<file path="config.mk">
export PLATFORM = sky130hd
export DESIGN_NAME = imem_boot_loader
export DESIGN_NICKNAME = d
export VERILOG_FILES = /design/src/rtl/imem_boot_loader.sv
export SDC_FILE = /design/constraint.sdc
export NUM_CORES = 1
export LEC_CHECK = 0
export ABC_CLOCK_PERIOD_IN_PS = 2800
export CORE_ASPECT_RATIO = 1.75
export CORE_MARGIN = 1
export CORE_UTILIZATION = 25
export DETAILED_ROUTE_END_ITERATION = 8
export PLACE_DENSITY = 0.5
export SYNTH_ARGS = -nofsm -noshare
export SYNTH_HDL_FRONTEND = slang
export SYNTH_SLANG_ARGS = --single-unit
</file>
<file path="constraint.sdc">
create_clock -name clk -period 2.8 [get_ports clk]
set_input_delay 0.56 -clock clk [delete_from_list [all_inputs] [get_ports clk]]
set_output_delay 0.56 -clock clk [all_outputs]
set_load 0.01 [all_outputs]
</file>
<file path="src/rtl/imem_boot_loader.sv">
// Byte-stream boot loader: assembles big-endian 16-bit words from a
// length-prefixed image, writes them to imem, then releases the core.
module imem_boot_loader #(
  parameter int DEPTH  = 256,
  parameter int ADDR_W = 16
) (
  input  logic              clk,
  input  logic              rst,
  input  logic              start,
  input  logic              byte_valid,
  input  logic [7:0]        byte_data,
  output logic              byte_ready,
  output logic              imem_wr_en,
  output logic [ADDR_W-1:0] imem_wr_addr,
  output logic [15:0]       imem_wr_data,
  output logic              cpu_rst,
  output logic              busy,
  output logic              done,
  output logic              err,
  output logic [ADDR_W-1:0] words_loaded
);

  typedef enum logic [2:0] {
    IDLE,
    LEN_HI,
    LEN_LO,
    DATA_HI,
    DATA_LO,
    WRITE,
    DONE,
    ERROR
  } state_t;

  state_t      state;
  state_t      nxt;
  logic [15:0] len;
  logic [15:0] len_full;
  logic        xfer;
  logic        last;

  assign xfer     = byte_valid && byte_ready;
  assign len_full = {len[15:8], byte_data};
  assign last     = (32'(words_loaded) + 32'd1) == 32'(len);

  always_comb begin
    nxt = state;
    unique case (state)
      IDLE:    if (start) nxt = LEN_HI;
      LEN_HI:  if (xfer) nxt = LEN_LO;
      LEN_LO: begin
        if (xfer) begin
          if (len_full == 16'd0)
            nxt = DONE;
          else if (32'(len_full) > 32'(DEPTH))
            nxt = ERROR;
          else
            nxt = DATA_HI;
        end
      end
      DATA_HI: if (xfer) nxt = DATA_LO;
      DATA_LO: if (xfer) nxt = WRITE;
      WRITE:   nxt = last ? DONE : DATA_HI;
      DONE:    if (start) nxt = LEN_HI;
      ERROR:   nxt = ERROR;
      default: nxt = IDLE;
    endcase
  end

  // Flag outputs are registered from the next state so they line up
  // with the state they describe.
  always_ff @(posedge clk or posedge rst) begin
    if (rst) begin
      state        <= IDLE;
      byte_ready   <= 1'b0;
      imem_wr_en   <= 1'b0;
      imem_wr_addr <= '0;
      imem_wr_data <= '0;
      cpu_rst      <= 1'b1;
      busy         <= 1'b0;
      done         <= 1'b0;
      err          <= 1'b0;
      words_loaded <= '0;
      len          <= '0;
    end else begin
      state      <= nxt;
      byte_ready <= (nxt == LEN_HI) || (nxt == LEN_LO) ||
                    (nxt == DATA_HI) || (nxt == DATA_LO);
      busy       <= (nxt == LEN_HI) || (nxt == LEN_LO) ||
                    (nxt == DATA_HI) || (nxt == DATA_LO) ||
                    (nxt == WRITE);
      imem_wr_en <= (nxt == WRITE);
      cpu_rst    <= (nxt != DONE);
      done       <= (nxt == DONE);
      err        <= (nxt == ERROR);
      unique case (state)
        IDLE, DONE: begin
          if (start) begin
            words_loaded <= '0;
            imem_wr_addr <= '0;
          end
        end
        LEN_HI:  if (xfer) len[15:8] <= byte_data;
        LEN_LO:  if (xfer) len[7:0] <= byte_data;
        DATA_HI: if (xfer) imem_wr_data[15:8] <= byte_data;
        DATA_LO: if (xfer) imem_wr_data[7:0] <= byte_data;
        WRITE: begin
          imem_wr_addr <= imem_wr_addr + 1'b1;
          words_loaded <= words_loaded + 1'b1;
        end
        default: ;
      endcase
    end
  end

endmodule

</file>
; ---- After elaboration in Yosys (flattened, before gate mapping)
; Index checks and enable logic that the tools add are counted.
[op_classes]
addsub = 3
n_lt_le_gt_ge = 1
n_eq_ne = 17
muxes = 12
reduce_logical = 14
[op_table]
columns = op, count
row1 = one-hot mux 16 bit (2 select lines), 2
row2 = "adder 16 x 1 -> 16 bit, second input constant", 2
row3 = "equality test 3 bit, second input constant", 8
row4 = 2-to-1 mux 3 bit, 8
row5 = one-hot mux 3 bit (7 select lines), 1
row6 = "adder 16 x 1 -> 17 bit, second input constant", 1
row7 = equality test 17 x 16 -> 1 bit, 1
row8 = "greater-than comparator 16 x 9 -> 1 bit, second input constant", 1
row9 = logical NOT 16 bit, 1
row10 = 2-to-1 mux 16 bit, 1
row11 = "equality test 3 x 2 -> 1 bit, second input constant", 4
row12 = AND reduction 2 bit, 5
row13 = "equality test 3 x 1 -> 1 bit, second input constant", 2
row14 = logical OR 1 bit, 4
row15 = logical NOT 3 bit, 1
row16 = "!= test 3 bit, second input constant", 1
row17 = "!= test 2 x 1 -> 1 bit, second input constant", 1
row18 = nonzero test 2 bit, 1
row19 = OR reduction 2 bit, 1
row20 = logical AND 1 bit, 1
[totals]
regBits = 73
inputBits = 12
out_inout_bits = 54
word_cells = 60

; ---- Longest topological paths before layout
[depth]
ltp_word = 10
mapped_depth = 9
depth_no_buf = 8

; ---- Worst setup path after synthesis
; Ideal clock, no wire load.
[synth_timing]
path_kind = reg-to-reg
from = register words_loaded[0]
to = register byte_ready
setup_ns = 0.124
t_arrival_ns = 2.424
t_required_ns = 2.676
path_slack_ns = 0.252
stages_incl_launch_ff = 9
n_path_buf = 0
period_less_slack_ns = 2.548
path_cell_list = dfrtp_1 > ha_1 > nand3_2 > nor4_4 > nor3b_1 > a2111o_1 > nor4_4 > nor2_1 > a211o_1
[synth_between]
elab_chain_len = 8
elab_cells_between_ends = 11
classes_between = add/sub: 1 / eq/ne: 5 / mux: 2 / reduce/logical: 3
[synth_lines]
columns = element, line_no
row1 = from (decl), 20  ; output logic [ADDR_W-1:0] words_loaded
row2 = from (signal assigned), 108  ; words_loaded <= words_loaded + 1'b1;
row3 = adder 16 x 1 -> 17 bit (*), 43  ; assign last = (32'(words_loaded) + 32'd1) == 32'(len);
row4 = equality test 17 x 16 -> 1 bit (*), 43
row5 = 2-to-1 mux 3 bit (*), 62  ; WRITE: nxt = last ? DONE : DATA_HI;
row6 = one-hot mux 3 bit (7 select lines) (*), 47  ; unique case (state)
row7 = equality test 3 x 1 -> 1 bit or equality test 3 x 2 -> 1 bit (tied branches), 86  ; byte_ready <= (nxt == LEN_HI) || (nxt == LEN_LO) ||
row8 = logical OR 1 bit (2 in a row), 86
row9 = logical OR 1 bit (*), 87  ; (nxt == DATA_HI) || (nxt == DATA_LO);
row10 = to (signal assigned), 86
row11 = to (decl), 12  ; output logic byte_ready,
; Every way passes the cells marked *; elsewhere a longest branch is shown, timed or not.
; A chain may end at the register's enable or synchronous reset.

; ---- Final worst setup path
[layout_timing]
from = register words_loaded[3]
to = register byte_ready
; The elaborated chain is that of the path after synthesis.

==> summary.md <==
| Metric | Value |
|---|---|
| GR Layer Usage met2 | `24.3%` |
| Initial antenna violation count | `0` |
| Post-CTS setup buffers | `0` |
| Power Total | `between 0.004 and 0.005 W` |
| Largest net degree at the start of global routing | `37` |
| Detailed placement HPWL | `7.81 mm` |
| Min-Delay Path Depth | `1` |
| Fin util | `approximately a third` |
| Top_reg_cell synth | `dfrtp_1` |
| Post-synth net total | `390` |
| Setup crit end kind | `register` |
| Initial Utilization | `25.8%` |
| Yosys warnings | `0` |
| Worst Path Required | `3020 ps` |
| IO buf count | `between 60 and 70` |
| Hold buffer count at cts | `0` |
| Fill cells | `~1,500` |
| Die width | `96.0 um` |
| Die area | `16,000 um^2` |
| Number of antenna diodes | `0` |
| Final hold violation count | `0` |
| Post-synthesis register bit count | `73` |
| Minimum clock period after layout | `approximately 2700 ps` |
| CP Max Fanout | `8` |
| M1 GR Usage | `17.0%` |
| Mapped Avg Cell Area | `10.3 um^2` |
| Vert. Die Dim | `~170 um` |
| Antenna Violating Nets Remaining | `0` |
| Setup Crit Path Kind | `register to register` |
| Main area contributors after synthesis | `dfrtp_1 (47%), mux2_2 (9.3%), o21ai_0 (4.1%)` |
| Most frequent cell after synthesis | `dfrtp_1` |
| Via count | `3,192` |
| Setup ws final | `118 ps` |
| Vias in the first global route | `3,181` |
| Final Non-Filler Cells | `~650` |
| CTS root buf | `clkbuf_16` |
| H-tree level count | `3` |
| Reg clk slew, reported paths | `60 ps` |
| RSZ-0062 raised after global routing | `no` |
| All-Layer GR Usage | `14.0%` |
| Cell count after synthesis | `376` |
| R2R cell count | `8` |
| Setup Skew | `between 9 and 10 ps` |
| Worst-skew pair later-pin latency | `340 ps` |
| Sink Count | `73` |
| Yosys top cell area share | `a little under half` |
| Cell accounting for the most synthesized area | `dfrtp_1` |
| P_leak | `2.09 nW` |
| Async S/R FF share, synth | `100%` |
| Dpl cells | `632` |
| Fin crit share | `95.8%` |
| Worst Setup Start Kind | `register` |
| Vias per cell | `4.93` |
| Routability Congestion | `between 0.8 and 0.9` |
| Data arrival time of the worst path | `just under 3000 ps` |
| Max-cap violations | `0` |
| CORE AREA | `about 15,000 um^2` |
| EDFF count, synth | `0` |
| Cell Pwr Density | `939 nW/um^2` |
| # setup viols final | `0` |
| WL/cell | `around 16 um` |
| Drt initial violations | `120` |
| P&R area growth vs syn | `33.9%` |
| Initial DRT Pass Iterations | `4` |
| Met3 usage | `2.33%` |
| Distinct cells, synth | `56` |
| WL final | `approximately 10 mm` |
| CTS buffer count | `9` |
| CTS tree | `done` |
| Gr ovfl total | `0` |
| Clock buffer depth | `2` |
| Achievable Freq | `0.373 GHz` |
| Synth top cells by count | `dfrtp_1 (72), nand2_1 (37), mux2_2 (32), o21ai_0 (32), nor2_1 (25)` |
| Most Crowded Layer GR | `met2` |
| Top Ports | `66` |
| Final Max Tran Viols | `0` |
| Place WS | `-179 ps` |
| Max_slew headroom | `62.0%` |
| First-pass GRT wire length | `17.1 mm` |
| Post-CTS sizing | `0` |
| Tightest Pin Transition | `569 ps` |
| Register area share after synthesis | `47.3%` |
| Hold crit path type | `register to register` |
| Peak VDD IR | `between 0.4 and 0.5 mV` |
| Residual DRC | `0` |
| Layout cells sized above 1 | `19.8%` |
| Num rows | `59` |
| Post-Route Setup TNS | `0 ps` |
| Status | `complete, no violations` |
| Synth Cell Area | `3860 um^2` |
| Nets@finish | `474` |
[critical path, stage by stage, from the launching register on]
cell	delay, ps
dfrtp_1	550
nand3_2	250
buf_4	230
or3_1	370
o22ai_1	170
o21ai_1	140
nor4_4	480
nor2_1	130
a211o_1	240
[cells in the final DEF, fill, tap and decap left out, types with 2 or more instances in the layout]
| cell type | count |
|---|---|
| and3_1 | 8 |
| buf_4 | 27 |
| or4_1 | 2 |
| and2_1 | 4 |
| inv_2 | 2 |
| clkinv_4 | 2 |
| a211o_1 | 2 |
| mux2i_1 | 9 |
| or2_1 | 2 |
| nand3_1 | 18 |
| xor2_1 | 8 |
| nor3_1 | 5 |
| o21ai_1 | 10 |
| and4_1 | 3 |
| mux2_2 | 32 |
| nor2b_1 | 5 |
| o21ai_0 | 32 |
| o2111ai_1 | 2 |
| clkdlybuf4s50_1 | 65 |
| dfrtp_1 | 71 |
| ha_1 | 2 |
| clkbuf_16 | 9 |
| nor4b_1 | 2 |
| nor3b_1 | 3 |
| a21oi_1 | 12 |
| o31ai_1 | 3 |
| nor4_2 | 2 |
| nor3_2 | 3 |
| nand2_1 | 37 |
| or3_1 | 3 |
| nand3_2 | 2 |
| nor4_1 | 2 |
| nor2_1 | 25 |
| a31oi_1 | 3 |
| o41ai_1 | 2 |
| xnor2_1 | 16 |
| nand4_1 | 4 |
| nor4_4 | 2 |
| clkinvlp_4 | 2 |
[flip-flops by register name, indices dropped and copies added, names as in the netlist, 3 cells and up]
| name | flops |
|---|---|
| len | 16 |
| words_loaded | 16 |
| imem_wr_addr | 16 |
| state | 3 |
| imem_wr_data | 16 |
[per-stage QoR]
step           area [um^2]  hold WS, ps
6_report              5180          502
5_1_grt               5180          516
4_1_cts               5170          501
3_5_place_dp          4870          493
3_3_place_gp          4870          463
2_1_floorplan         3860          501
[per-layer routing]
layer | vias up | part of all wire, %
met4 | 0 | 1.5
li1 | 1544 | -
met5 | - | 0
met1 | 1573 | 40
met3 | 9 | 3.1
met2 | 66 | 55
[cell type report]
class / count / area [um^2] / share of cell area (%)
Sequential cell: 73 / 1830 / 35.3
Clock buffer: 10 / 239 / 4.62
Tap cell: 183 / 229 / 4.42
Clock inverter: 6 / 67.6 / 1.31
Inverter: 2 / 7.51 / 0.145
Timing Repair Buffer: 93 / 873 / 16.9
Multi-Input combinational cell: 281 / 1930 / 37.3
[final timing paths]
path | start | to | slack, ps
max | words_loaded[3]$_DFFE_PP0P_ | byte_ready$_DFF_PP0_ | 120
min | imem_wr_addr[15]$_DFFE_PP0P_ | imem_wr_addr[15]$_DFFE_PP0P_ | 500
max reg2reg | words_loaded[3]$_DFFE_PP0P_ | byte_ready$_DFF_PP0_ | 120
min reg2reg | imem_wr_addr[15]$_DFFE_PP0P_ | imem_wr_addr[15]$_DFFE_PP0P_ | 500
max in group asynchronous | rst | imem_wr_addr[1]$_DFFE_PP0P_ | 1600
min in group asynchronous | rst | busy$_DFF_PP0_ | 570
[kinds of logic after synthesis]
logic type | after synthesis | share of synthesized area [%]
AOI/OAI and AO/OA | 76 | 11.8
xor gates and xnor gates | 24 | 5.44
adders and majority gates | 2 | 0.647
buffers and inverters | 22 | 2.75
DFF | 73 | 47.3
muxes | 41 | 11.7
and+or+nand+nor | 138 | 20.4
[power by group]
part | total [W] | switching, W | internal, W
Sequential | 0.00181 | 0.000400 | 0.00141
Clock | 0.00118 | 0.000465 | 0.000716
Combinational | 0.00186 | 0.000844 | 0.00102
Note: power is estimated with default switching activity, not from simulation.
==> variant (same settings) <==
Remove the register `err`: a continuous assignment takes its place, so the output `err` follows one clock earlier.
--- a/src/rtl/imem_boot_loader.sv
+++ b/src/rtl/imem_boot_loader.sv
@@ -78,7 +78,6 @@
       cpu_rst      <= 1'b1;
       busy         <= 1'b0;
       done         <= 1'b0;
-      err          <= 1'b0;
       words_loaded <= '0;
       len          <= '0;
     end else begin
@@ -91,7 +90,6 @@
       imem_wr_en <= (nxt == WRITE);
       cpu_rst    <= (nxt != DONE);
       done       <= (nxt == DONE);
-      err        <= (nxt == ERROR);
       unique case (state)
         IDLE, DONE: begin
           if (start) begin
@@ -112,5 +110,7 @@
     end
   end
 
+  assign err = (nxt == ERROR);
+
 endmodule
 
Check against the original RTL: not equivalent (Yosys sat finds a counterexample within 4 cycles, from zero or initial values and one cycle with rst high).
==> variant against the original RTL <==
Combinational power up 25%; clock skew shrank 2.3 ps; final cell count increased by 7.7%; register-to-register slack gained 180 ps; wire length grew 5.5%; final area grew 8.6%; sequential cell count fell by 1; total power is 6.0% higher; first-iteration DRC count rose by 30%; sequential power decreased by 6%; synthesized cell count fell by 0.27%; the flow now finishes with violations (setup timing); largest cell class unchanged; worst setup slack worse by 500 ps; area after synthesis shrank 0.65%.
==> variant: results (changes against the original RTL) <==
* Clk_skew at 7.025 ps (-2.268 ps)
* Failing checks: setup timing
* Fill count at 1,519 (+0.73%)
* Slew HR at 59.10% (-2.8 points)
* Synth area leaders: dfrtp_1 46%, mux2_2 9.4%, o21ai_0 4.2%
* Syn Inst Count at 375 (-0.27%)
* DR vias at 3,361 (+5.3%)
* Critical path data arrival time at 2620 ps (-280 ps)
* P_leak at 2.409 nW (+15%)
* Setup TNS at -383.6 ps (-383.6 ps)
* Area Overhead vs Synth at 46.43%
* Routability congestion estimate at 0.7822 (-4.7%)
* Cells after DPL at 678 (+7.3%)
* Placed wire-length estimate at 8.082 mm (+3.5%)
* Multiplexer share of the synthesized area at 11.73% (+0.076 points)
* Gr usage total at 14.52% (+0.50 points)
* RR Startpoint: words_loaded[1]$_DFFE_PP0P_
* Final WS setup at -383.6 ps (-501.4 ps)
* Number of DRC markers in iteration 0 at 156 (+30%)
* Max Fclk at 0.3141 GHz (-16%)
* Outcome: complete, but fails checks
* Final setup fails at 1 (+1)
* Adder-cell share of the synthesized area at 0.6517% (+0.0042 points)
* Routed Wire Length at 10.83 mm (+5.5%)
* Largest net degree at the start of global routing at 34 (-8.1%)
variant: metrics by stage:
step	worst slack (ps)	total power, mW
global route	-463.7	5.482
detailed placement	-960.3	3.941
finish	-383.6	5.151
floorplan	21.42	2.884
CTS	-384.5	5.164
global placement	-932.1	3.898
variant: repair_timing:
| action | 4_1_cts | 5_1_grt |
|---|---|---|
| resized for setup | 22 | 7 |
| cloned | 1 | 0 |
| hold buffers | 0 | 0 |
| pin swaps | 11 | 3 |
| setup buffers | 4 | 0 |
| setup endpoints to repair | 1 | 1 |
variant: cell families after synthesis:
logic type               Yosys count
multiplexers                      41
XOR/XNOR                          24
adder cells (fa/ha/maj)            2
AND/OR/NAND/NOR                  138
buffers and inverters             22
flip-flops                        72
AO/OA/AOI/OAI                     76
variant: per-layer routing:
metal | routed length (microns) | global-route usage (%)
met1 | 4405 | 16.69
met2 | 5966 | 26.18
met3 | 250 | 1.923
met4 | 205 | 5.970
met5 | 0 | 0
variant: power by group:
group          switching (mW)  internal (mW)
registers               0.308           1.40
clock network           0.448          0.681
logic                    1.05           1.27
total                    1.80           3.35
variant: worst max-delay path: stages:
cell             delay (ps)
clkdlybuf4s50_1         420
or4_4                   530
o21a_1                  190
o41a_1                  360
o21ai_2                 190
nor3b_2                  70
and2_1                  160
buf_2                   140
variant: path summary, 6_finish.rpt:
path | endpoint | slack, ps | depth (start not counted)
max | err | -380 | 8
min | imem_wr_addr[15]$_DFFE_PP0P_ | 480 | 1
max reg2reg | byte_ready$_DFF_PP0_ | 300 | 11
min reg2reg | imem_wr_addr[15]$_DFFE_PP0P_ | 480 | 1
max in group asynchronous | cpu_rst$_DFF_PP1_ | 1560 | 3
min in group asynchronous | words_loaded[1]$_DFFE_PP0P_ | 590 | 2
variant: cell type report:
cell class | count | area share (%)
well taps | 183 | 4.072
repair buffers | 145 | 22.30
inverters | 2 | 0.1335
clock inverters | 6 | 1.090
flip-flops and latches | 72 | 32.15
multi-input cells | 281 | 36.25
clock buffers | 9 | 4.005
